==> config.mk <==
export PLATFORM = sky130hd
export DESIGN_NAME = imem_loader_flat
export DESIGN_NICKNAME = d
export VERILOG_FILES = /design/src/rtl/imem_loader_if.sv /design/src/rtl/imem_loader.sv /design/src/flat_wrapper.sv
export SDC_FILE = /design/constraint.sdc
export NUM_CORES = 1
export LEC_CHECK = 0
export CAP_MARGIN = 20
export CORE_UTILIZATION = 56
export CTS_BUF_LIST = sky130_fd_sc_hd__clkbuf_8 sky130_fd_sc_hd__clkbuf_16
export DETAILED_ROUTE_END_ITERATION = 16
export PLACE_DENSITY_LB_ADDON = 0.2
export SETUP_SLACK_MARGIN = 0.1
export SYNTH_ARGS = -nofsm -noshare
export SYNTH_HDL_FRONTEND = slang
export SYNTH_SLANG_ARGS = --single-unit
==> constraint.sdc <==
create_clock -name clk -period 4.4 [get_ports clk]
set_clock_uncertainty 0.1 [all_clocks]
set_input_delay 0.88 -clock clk [delete_from_list [all_inputs] [get_ports clk]]
set_output_delay 0.88 -clock clk [all_outputs]
set_load 0.005 [all_outputs]
==> src/rtl/imem_loader_if.sv <==
// Host byte stream and instruction-memory write port bundled for the loader.
interface imem_loader_if;
  logic [7:0]  byte_in;
  logic        byte_valid;
  logic        byte_ready;
  logic        mem_we;
  logic [5:0]  mem_addr;
  logic [15:0] mem_wdata;

  modport master (
    output byte_in, byte_valid,
    input  byte_ready, mem_we, mem_addr, mem_wdata
  );

  modport slave (
    input  byte_in, byte_valid,
    output byte_ready, mem_we, mem_addr, mem_wdata
  );
endinterface

==> src/rtl/imem_loader.sv <==
// Instruction memory loader: framed byte stream -> big-endian 16-bit words
// written from address 0, CPU held in reset meanwhile, XOR checksum at the end.
module imem_loader (
  input  logic               clk,
  input  logic               rst,
  input  logic               start,
  imem_loader_if.slave       bus,
  output logic [6:0]         words_written,
  output logic               busy,
  output logic               cpu_hold,
  output logic               done,
  output logic               err
);

  typedef enum logic [2:0] {IDLE, HDR, HI, LO, WR, CHK} state_t;

  state_t      state;
  logic        byte_ready;
  logic        mem_we;
  logic [5:0]  mem_addr;
  logic [15:0] mem_wdata;
  logic [6:0]  count;
  logic [7:0]  hi_byte;
  logic [7:0]  csum;
  logic        xfer;

  assign xfer           = bus.byte_valid && byte_ready;
  assign bus.byte_ready = byte_ready;
  assign bus.mem_we     = mem_we;
  assign bus.mem_addr   = mem_addr;
  assign bus.mem_wdata  = mem_wdata;
  assign cpu_hold       = busy;

  // byte_ready, busy and mem_we are registered alongside the state so they
  // reflect the state being entered, never byte_valid in the same cycle.
  always_ff @(posedge clk) begin
    if (rst) begin
      state         <= IDLE;
      byte_ready    <= 1'b0;
      mem_we        <= 1'b0;
      mem_addr      <= '0;
      mem_wdata     <= '0;
      words_written <= '0;
      busy          <= 1'b0;
      done          <= 1'b0;
      err           <= 1'b0;
      count         <= '0;
      hi_byte       <= '0;
      csum          <= '0;
    end else begin
      mem_we <= 1'b0;
      case (state)
        IDLE: begin
          if (start) begin
            state         <= HDR;
            byte_ready    <= 1'b1;
            busy          <= 1'b1;
            done          <= 1'b0;
            err           <= 1'b0;
            words_written <= '0;
            mem_addr      <= '0;
            csum          <= '0;
          end
        end
        HDR: begin
          if (xfer) begin
            // 0 and anything above the memory depth both mean a full load
            if (bus.byte_in == 8'd0 || bus.byte_in > 8'd64)
              count <= 7'd64;
            else
              count <= bus.byte_in[6:0];
            state <= HI;
          end
        end
        HI: begin
          if (xfer) begin
            hi_byte <= bus.byte_in;
            csum    <= csum ^ bus.byte_in;
            state   <= LO;
          end
        end
        LO: begin
          if (xfer) begin
            mem_wdata  <= {hi_byte, bus.byte_in};
            csum       <= csum ^ bus.byte_in;
            mem_we     <= 1'b1;
            byte_ready <= 1'b0;
            state      <= WR;
          end
        end
        WR: begin
          mem_addr      <= mem_addr + 6'd1;
          words_written <= words_written + 7'd1;
          byte_ready    <= 1'b1;
          if (words_written + 7'd1 == count)
            state <= CHK;
          else
            state <= HI;
        end
        CHK: begin
          if (xfer) begin
            done       <= (bus.byte_in == csum);
            err        <= (bus.byte_in != csum);
            byte_ready <= 1'b0;
            busy       <= 1'b0;
            state      <= IDLE;
          end
        end
        default: begin
          state      <= IDLE;
          byte_ready <= 1'b0;
          busy       <= 1'b0;
        end
      endcase
    end
  end

endmodule

==> src/flat_wrapper.sv <==
// flat-port wrapper written by rule: the top's interface ports become plain ports
module imem_loader_flat 
  (clk, rst, start, words_written, busy, cpu_hold, done, err, bus_byte_in, bus_byte_valid, bus_byte_ready, bus_mem_we, bus_mem_addr, bus_mem_wdata);
  imem_loader_if bus_i ();
  input  logic clk;
  input  logic rst;
  input  logic start;
  output logic [6:0] words_written;
  output logic busy;
  output logic cpu_hold;
  output logic done;
  output logic err;
  input wire logic [$bits(bus_i.byte_in)-1:0] bus_byte_in;
  input wire logic [$bits(bus_i.byte_valid)-1:0] bus_byte_valid;
  output wire logic [$bits(bus_i.byte_ready)-1:0] bus_byte_ready;
  output wire logic [$bits(bus_i.mem_we)-1:0] bus_mem_we;
  output wire logic [$bits(bus_i.mem_addr)-1:0] bus_mem_addr;
  output wire logic [$bits(bus_i.mem_wdata)-1:0] bus_mem_wdata;
  assign bus_i.byte_in = bus_byte_in;
  assign bus_i.byte_valid = bus_byte_valid;
  assign bus_byte_ready = bus_i.byte_ready;
  assign bus_mem_we = bus_i.mem_we;
  assign bus_mem_addr = bus_i.mem_addr;
  assign bus_mem_wdata = bus_i.mem_wdata;
  imem_loader u_core (.clk(clk), .rst(rst), .start(start), .bus(bus_i), .words_written(words_written), .busy(busy), .cpu_hold(cpu_hold), .done(done), .err(err));
endmodule
==> results of run 1 <==
-- final timing paths --
check | endpoint | cells after the start | from | slack (ns)
worst max-delay path | u_core.count[4] | 6 | bus_byte_in[0] | 1.64
worst min-delay path | u_core.bus.mem_wdata[10] | 2 | u_core.hi_byte[2] | 0.35
worst max register to register | u_core.hi_byte[7] | 4 | u_core.state[1] | 2.06
worst min register to register | u_core.bus.mem_wdata[10] | 2 | u_core.hi_byte[2] | 0.35
-- power by group through the flow --
stage / Clock, W / Combinational [W] / Sequential [W]
floorplan: 0 / 0.0000430 / 0.000562
global route: 0.000421 / 0.0000771 / 0.000555
detailed placement: 0 / 0.0000672 / 0.000566
CTS: 0.000400 / 0.0000674 / 0.000554
finish: 0.000390 / 0.0000699 / 0.000554
global placement: 0 / 0.0000661 / 0.000566
-- state kept, by name (all words and copies together), names as in the netlist --
| register | cells |
|---|---|
| u_core.bus.byte_ready | 1 |
| u_core.bus.mem_addr | 6 |
| u_core.bus.mem_wdata | 16 |
| u_core.bus.mem_we | 1 |
| u_core.busy | 1 |
| u_core.count | 7 |
| u_core.csum | 8 |
| u_core.done | 1 |
| u_core.err | 1 |
| u_core.hi_byte | 8 |
| u_core.state | 3 |
| u_core.words_written | 7 |
-- area by class of cell --
cell class / count / area [sq um]
Multi-Input combinational cell: 247 / 1420
Fill cell: 383 / 1360
Sequential cell: 60 / 1200
Timing Repair Buffer: 48 / 483
Clock buffer: 9 / 124
Tap cell: 67 / 83.8
Clock inverter: 6 / 26.3
Inverter: 7 / 26.3
-- kinds of logic after synthesis --
group	share of synthesized area, %
xor gates and xnor gates	5.44
adders and majority gates	0.914
and+or+nand+nor	23.8
AOI/OAI and AO/OA	18.2
muxes	3.34
buffers and inverters	4.43
DFF	43.9
-- Yosys cell counts (2+ instances only) --
library cell / count / area, sq um
mux2i_1: 8 / 80.1
a22oi_1: 13 / 97.6
ha_1: 2 / 25.0
clkbuf_1: 19 / 71.3
dfxtp_1: 60 / 1200
xnor2_1: 6 / 52.6
a211oi_1: 2 / 15.0
nor4_1: 2 / 12.5
a21oi_1: 34 / 170
nor2b_1: 5 / 31.3
nand3b_1: 9 / 67.6
a2111oi_0: 2 / 17.5
or3b_2: 2 / 17.5
or4_1: 2 / 15.0
nand3_1: 12 / 60.1
buf_1: 3 / 11.3
o21ai_0: 16 / 80.1
or3_1: 3 / 18.8
a31oi_1: 3 / 18.8
a311oi_1: 2 / 17.5
nor3_1: 4 / 20.0
nand2_1: 48 / 180
a221oi_1: 4 / 35.0
nor2_1: 42 / 158
xor2_1: 11 / 96.3
inv_1: 7 / 26.3
-- routing by layer --
layer	global-route usage, %	routed length (microns)	vias up
li1	-	-	1240
met1	31.8	2760	1170
met2	39.6	2890	59
met3	4.86	256	10
met4	12.2	102	0
met5	0	0	-
-- per-stage QoR --
step	instance area [sq um]	util [%]	instances	power, W
floorplan	2740	-	338	0.000605
global placement	3180	67.4	427	0.000632
detailed placement	3180	67.4	427	0.000633
CTS	3330	70.5	442	0.00102
global route	3360	71.1	444	0.00105
finish	3360	71.1	444	0.00101
-- worst min-delay path, stage by stage, from the launching register on --
cell	delay [ns]
dfxtp_1	0.31
nand2_1	0.05
a21oi_1	0.05
==> results.json, run 1 <==
{
  "drive_above_1_share_pct": 5.57,
  "grt_max_degree": 62,
  "synth_edf_count": 0,
  "final-hold-violation-count": 0,
  "drv_cap": 0,
  "cts_tree": "done",
  "antenna_found_initial": 0,
  "fmax_ghz": 0.362,
  "clkTransAtPathRegs_ns": 0.06,
  "critical_path_class": "input pin to register",
  "rows": 25,
  "outcome": "completed",
  "clockRootBuffer": "clkbuf_8",
  "numCtsBuffers": 9,
  "post_cts.repair.setup_buffers": 0,
  "synthesis.instances": 338,
  "wl_per_cell_microns": 13.5,
  "synthToLayoutAreaGrowth_pct": 22.7,
  "wl_microns": 6010,
  "fin_setup_tns_ns": 0,
  "final_nets": 387,
  "cp.arrival_ns": 2.93,
  "port_buffers": 46,
  "clock_latency_ns": 0.33,
  "max_stage_delay_ns": 0.59,
  "cts_resized": 0,
  "p_per_area_mw_per_mm2": 302,
  "ctsHoldBuffers": 0,
  "first_global_vias": 2139,
  "core_sq_mm": 0.00472,
  "critPathLaunchType": "input pin",
  "gp_congestion": 0.897,
  "final_common_cell": "dfxtp_1",
  "async_flop_share_pct": 0,
  "cp-end-kind": "register",
  "most-common-layout-cells": "dfxtp_1, nand2_1, clkdlybuf4s50_1",
  "setup_violations": 0,
  "rsz0062_at_grt": "false",
  "postRouteAntennaNets": 0,
  "cts_sinks": 60,
  "tightest_slew_ns": 0.898,
  "track_usage_pct": 24.6,
  "clockBufferDepth": 2,
  "grt-ovfl-total": 0,
  "p_seq_share_pct": 54.6,
  "drc": 0,
  "critPathBufInv": 1,
  "fin_crit_ns": 2.76,
  "relSlewSlack_pct": 39.8,
  "path_cells": "clkdlybuf4s50_1 > or4_1 > o31a_1 > nor4_4 > a22oi_1 > nor2_1",
  "ios": 47,
  "ys_warn_count": 0,
  "grt_first_pass_wirelength_microns": 9940,
  "dpl.hpwl_microns": 4070,
  "slew_violations": 0,
  "synth-main-ff-cell": "dfxtp_1",
  "die_area_sq_mm": 0.00517,
  "diodes": 0,
  "die_y_microns": 71.9,
  "vdd_drop_max_uv": 209,
  "synthesis.nets": 352,
  "combPwrFrac_pct": 6.9,
  "htreeDepth": 3,
  "dr.first_iter.drc_count": 228,
  "dr.pass1.iters": 5,
  "cpMaxStageDelayCell": "or4_1",
  "die_w_microns": 71.9,
  "netlist_area_sq_mm": 0.00274,
  "synth_cell_type_count": 43,
  "critical_path.max_fanout": 7,
  "crit_family": "simple AND/OR/NAND/NOR gates",
  "start_util_pct": 58.0,
  "dpl_worst_slack_ns": 1.28,
  "pwr-share-clk_pct": 38.5,
  "fin_ws_ns": 1.64,
  "viasPerCell": 5.58,
  "ys_seq_elements": 60,
  "fin_crit_sh_pct": 62.8,
  "internal-power_w": 0.000767,
  "p_sw_w": 0.000247,
  "crit_required_ns": 4.57,
  "synth_area_per_cell_sq_um": 8.10,
  "hold_path_class": "register to register",
  "holdWs_ns": 0.352,
  "p_sw_share_pct": 24.4,
  "num_vias": 2479,
  "power.leakage_nw": 1.17,
  "yosysSeqAreaShare_pct": 43.9
}
(Power assumes the default switching activity.)
==> run 2: changes to the inputs <==
--- a/config.mk
+++ b/config.mk
@@ -6,7 +6,7 @@
 export NUM_CORES = 1
 export LEC_CHECK = 0
 export CAP_MARGIN = 20
-export CORE_UTILIZATION = 56
+export CORE_UTILIZATION = 52
 export CTS_BUF_LIST = sky130_fd_sc_hd__clkbuf_8 sky130_fd_sc_hd__clkbuf_16
 export DETAILED_ROUTE_END_ITERATION = 16
 export PLACE_DENSITY_LB_ADDON = 0.2
==> constraint.sdc (replaced) <==
create_clock -name clk -period 2.7 [get_ports clk]
set_clock_uncertainty 0.1 [all_clocks]
set_input_delay 0.54 -clock clk [delete_from_list [all_inputs] [get_ports clk]]
set_output_delay 0.54 -clock clk [all_outputs]
set_load 0.005 [all_outputs]
==> run 2 against run 1 <==
Wire length rose by 4.4%. Flip-flop and latch count stayed put. Cell count is 2.9% higher. Critical path depth unchanged. Largest power group unchanged. Hold slack lost 0.0037 ns. Die area grew 7.5%. Critical path type unchanged. Core utilization is 3.1 points lower. Clock power grew 69%. Via count fell by 0.12%. Power rose by 67%. First-iteration DRC count grew 12%. Critical endpoint is now u_core.count[1]. Setup slack lost 1.2 ns.
==> results.json, run 2 (synthesis results as in run 1) <==
{
  "outcome": "completed",
  "hp-start": "u_core.hi_byte[7]",
  "numCtsBuffers": 9,
  "wl_per_cell_microns": 13.7,
  "cp-end-kind": "register",
  "cts_sinks": 60,
  "htreeDepth": 3,
  "holdPathStages": 2,
  "largest_register_ffs": 16,
  "power.leakage_nw": 1.22,
  "p_per_area_mw_per_mm2": 490,
  "final_common_cell": "dfxtp_1",
  "start_util_pct": 53.9,
  "drv_cap": 0,
  "antenna_found_initial": 0,
  "ctsHoldBuffers": 0,
  "first_global_vias": 2113,
  "cp-startpoint": "bus_byte_in[2]",
  "post_cts.repair.setup_buffers": 0,
  "fin_area_sq_mm": 0.00345,
  "cp.depth": 6,
  "cpMaxStageDelayCell": "or4_1",
  "slew_violations": 0,
  "drive_above_1_share_pct": 8.53,
  "max_stage_delay_ns": 0.53,
  "hold_path_class": "register to register",
  "rsz0062_at_grt": "false",
  "fin_crit_ns": 2.31,
  "fin_setup_tns_ns": 0,
  "clock_latency_ns": 0.32,
  "placed_cell_area_sq_mm": 0.00330,
  "port_buffers": 46,
  "gp_congestion": 0.873,
  "reg_top3": "u_core.bus.mem_wdata x16, u_core.csum x8, u_core.hi_byte x8",
  "cts_resized": 0,
  "dpl.hpwl_microns": 4210,
  "multi_input_area_sq_mm": 0.00142,
  "synthToLayoutAreaGrowth_pct": 26.1,
  "grt-ovfl-total": 0,
  "ios": 47,
  "wl_microns": 6280,
  "fin_crit_sh_pct": 85.5,
  "crit_family": "simple AND/OR/NAND/NOR gates",
  "critPathLaunchType": "input pin",
  "min_delay_worst_endpoint": "u_core.bus.mem_wdata[15]",
  "fmax_ghz": 0.433,
  "reg2reg_setup_slack_ns": 0.59,
  "clockBufferDepth": 2,
  "grt_first_pass_wirelength_microns": 10200,
  "rows": 26,
  "setup_violations": 0,
  "core_sq_mm": 0.00507,
  "cp.arrival_ns": 2.46,
  "critical_path_class": "input pin to register",
  "clkTransAtPathRegs_ns": 0.06,
  "critPathBufInv": 1,
  "dr.first_iter.drc_count": 255,
  "cts_tree": "done",
  "tightest_slew_ns": 0.743,
  "final_nets": 398,
  "fillers": 443,
  "r2r_end": "u_core.bus.mem_addr[5]",
  "path_cells": "clkdlybuf4s50_1 > or4_1 > o31a_1 > nor4_4 > a22oi_1 > nor2_1",
  "final-hold-violation-count": 0,
  "regMostFlops": "u_core.bus.mem_wdata",
  "viasPerCell": 5.42,
  "relSlewSlack_pct": 50.5,
  "vdd_drop_max_uv": 495,
  "clockRootBuffer": "clkbuf_8",
  "dr.pass1.iters": 4,
  "rr_startpoint": "u_core.state[2]",
  "r2r.worst_path.cells": 5,
  "track_usage_pct": 24.4,
  "most-common-layout-cells": "dfxtp_1, nand2_1, clkdlybuf4s50_1",
  "num_vias": 2476,
  "grt_max_degree": 39,
  "drc": 0,
  "die_w_microns": 74.6,
  "diodes": 0,
  "critical_path.max_fanout": 7,
  "die_y_microns": 74.6,
  "die_area_sq_mm": 0.00556,
  "postRouteAntennaNets": 0,
  "crit_required_ns": 2.86,
  "register_area_sq_mm": 0.00120
}
[run 2: cell types whose count changed in the layout (fill, tap and decap cells not counted), sizes merged]
cell	previous run	this run
buf	3	14
clkbuf	9	10
inv	10	8
[run 2: worst max path at each step]
stage	slack, ns	to
finish	0.39	u_core.count[1]
global route	0.28	u_core.count[0]
CTS	0.40	u_core.count[1]
detailed placement	0.07	u_core.count[1]
global placement	0.11	u_core.count[6]
floorplan	0.67	u_core.count[6]
[run 2: metrics by stage]
step                      utilization [%]  hold WS (ns)  instances  total power, W  setup WS, ns
after floorplan                         -         0.331        338        0.000987         0.666
after global placement               64.9         0.342        443         0.00105         0.112
after detailed placement             64.9         0.347        443         0.00105        0.0710
after CTS                            68.0         0.354        457         0.00170         0.400
after global routing                 68.0         0.379        457         0.00177         0.281
final                                68.0         0.348        457         0.00169         0.391
[run 2: worst reg2reg max path: stages, from the launching register on]
cell	delay (ns)
dfxtp_1	0.64
or3b_2	0.65
nor2_1	0.19
nand3_1	0.10
mux2_2	0.28
nor2_1	0.09
[run 2: layer usage]
layer  vias to the layer above  GRT usage, %  routed length [microns]
li1                       1264             -                        -
met1                      1147          32.9                     2970
met2                        59          37.8                     2940
met3                         6          6.64                      305
met4                         0          7.97                       61
met5                         -             0                        0
[run 2: power breakdown]
part | total, W | internal, W | switching (W)
Clock | 0.000661 | 0.000339 | 0.000322
Combinational | 0.000126 | 0.0000555 | 0.0000708
Sequential | 0.000903 | 0.000892 | 0.0000110
Total | 0.00169 | 0.00129 | 0.000404
[run 2: final cells by class]
class                           instances  share of cell area (%)
Clock buffer                           10                    3.99
Inverter                                7                   0.761
Multi-Input combinational cell        247                    41.0
Timing Repair Buffer                   59                    16.4
Clock inverter                          4                   0.544
Tap cell                               70                    2.54
Sequential cell                        60                    34.8
==> run 3: changes to the inputs <==
--- a/config.mk
+++ b/config.mk
@@ -8,6 +8,7 @@
 export CAP_MARGIN = 20
 export CORE_UTILIZATION = 52
 export CTS_BUF_LIST = sky130_fd_sc_hd__clkbuf_8 sky130_fd_sc_hd__clkbuf_16
+export CTS_CLUSTER_DIAMETER = 150
 export DETAILED_ROUTE_END_ITERATION = 16
 export PLACE_DENSITY_LB_ADDON = 0.2
 export SETUP_SLACK_MARGIN = 0.1
==> results of run 3 <==
The final DEF is identical to that of run 2; final timing and power are the same.
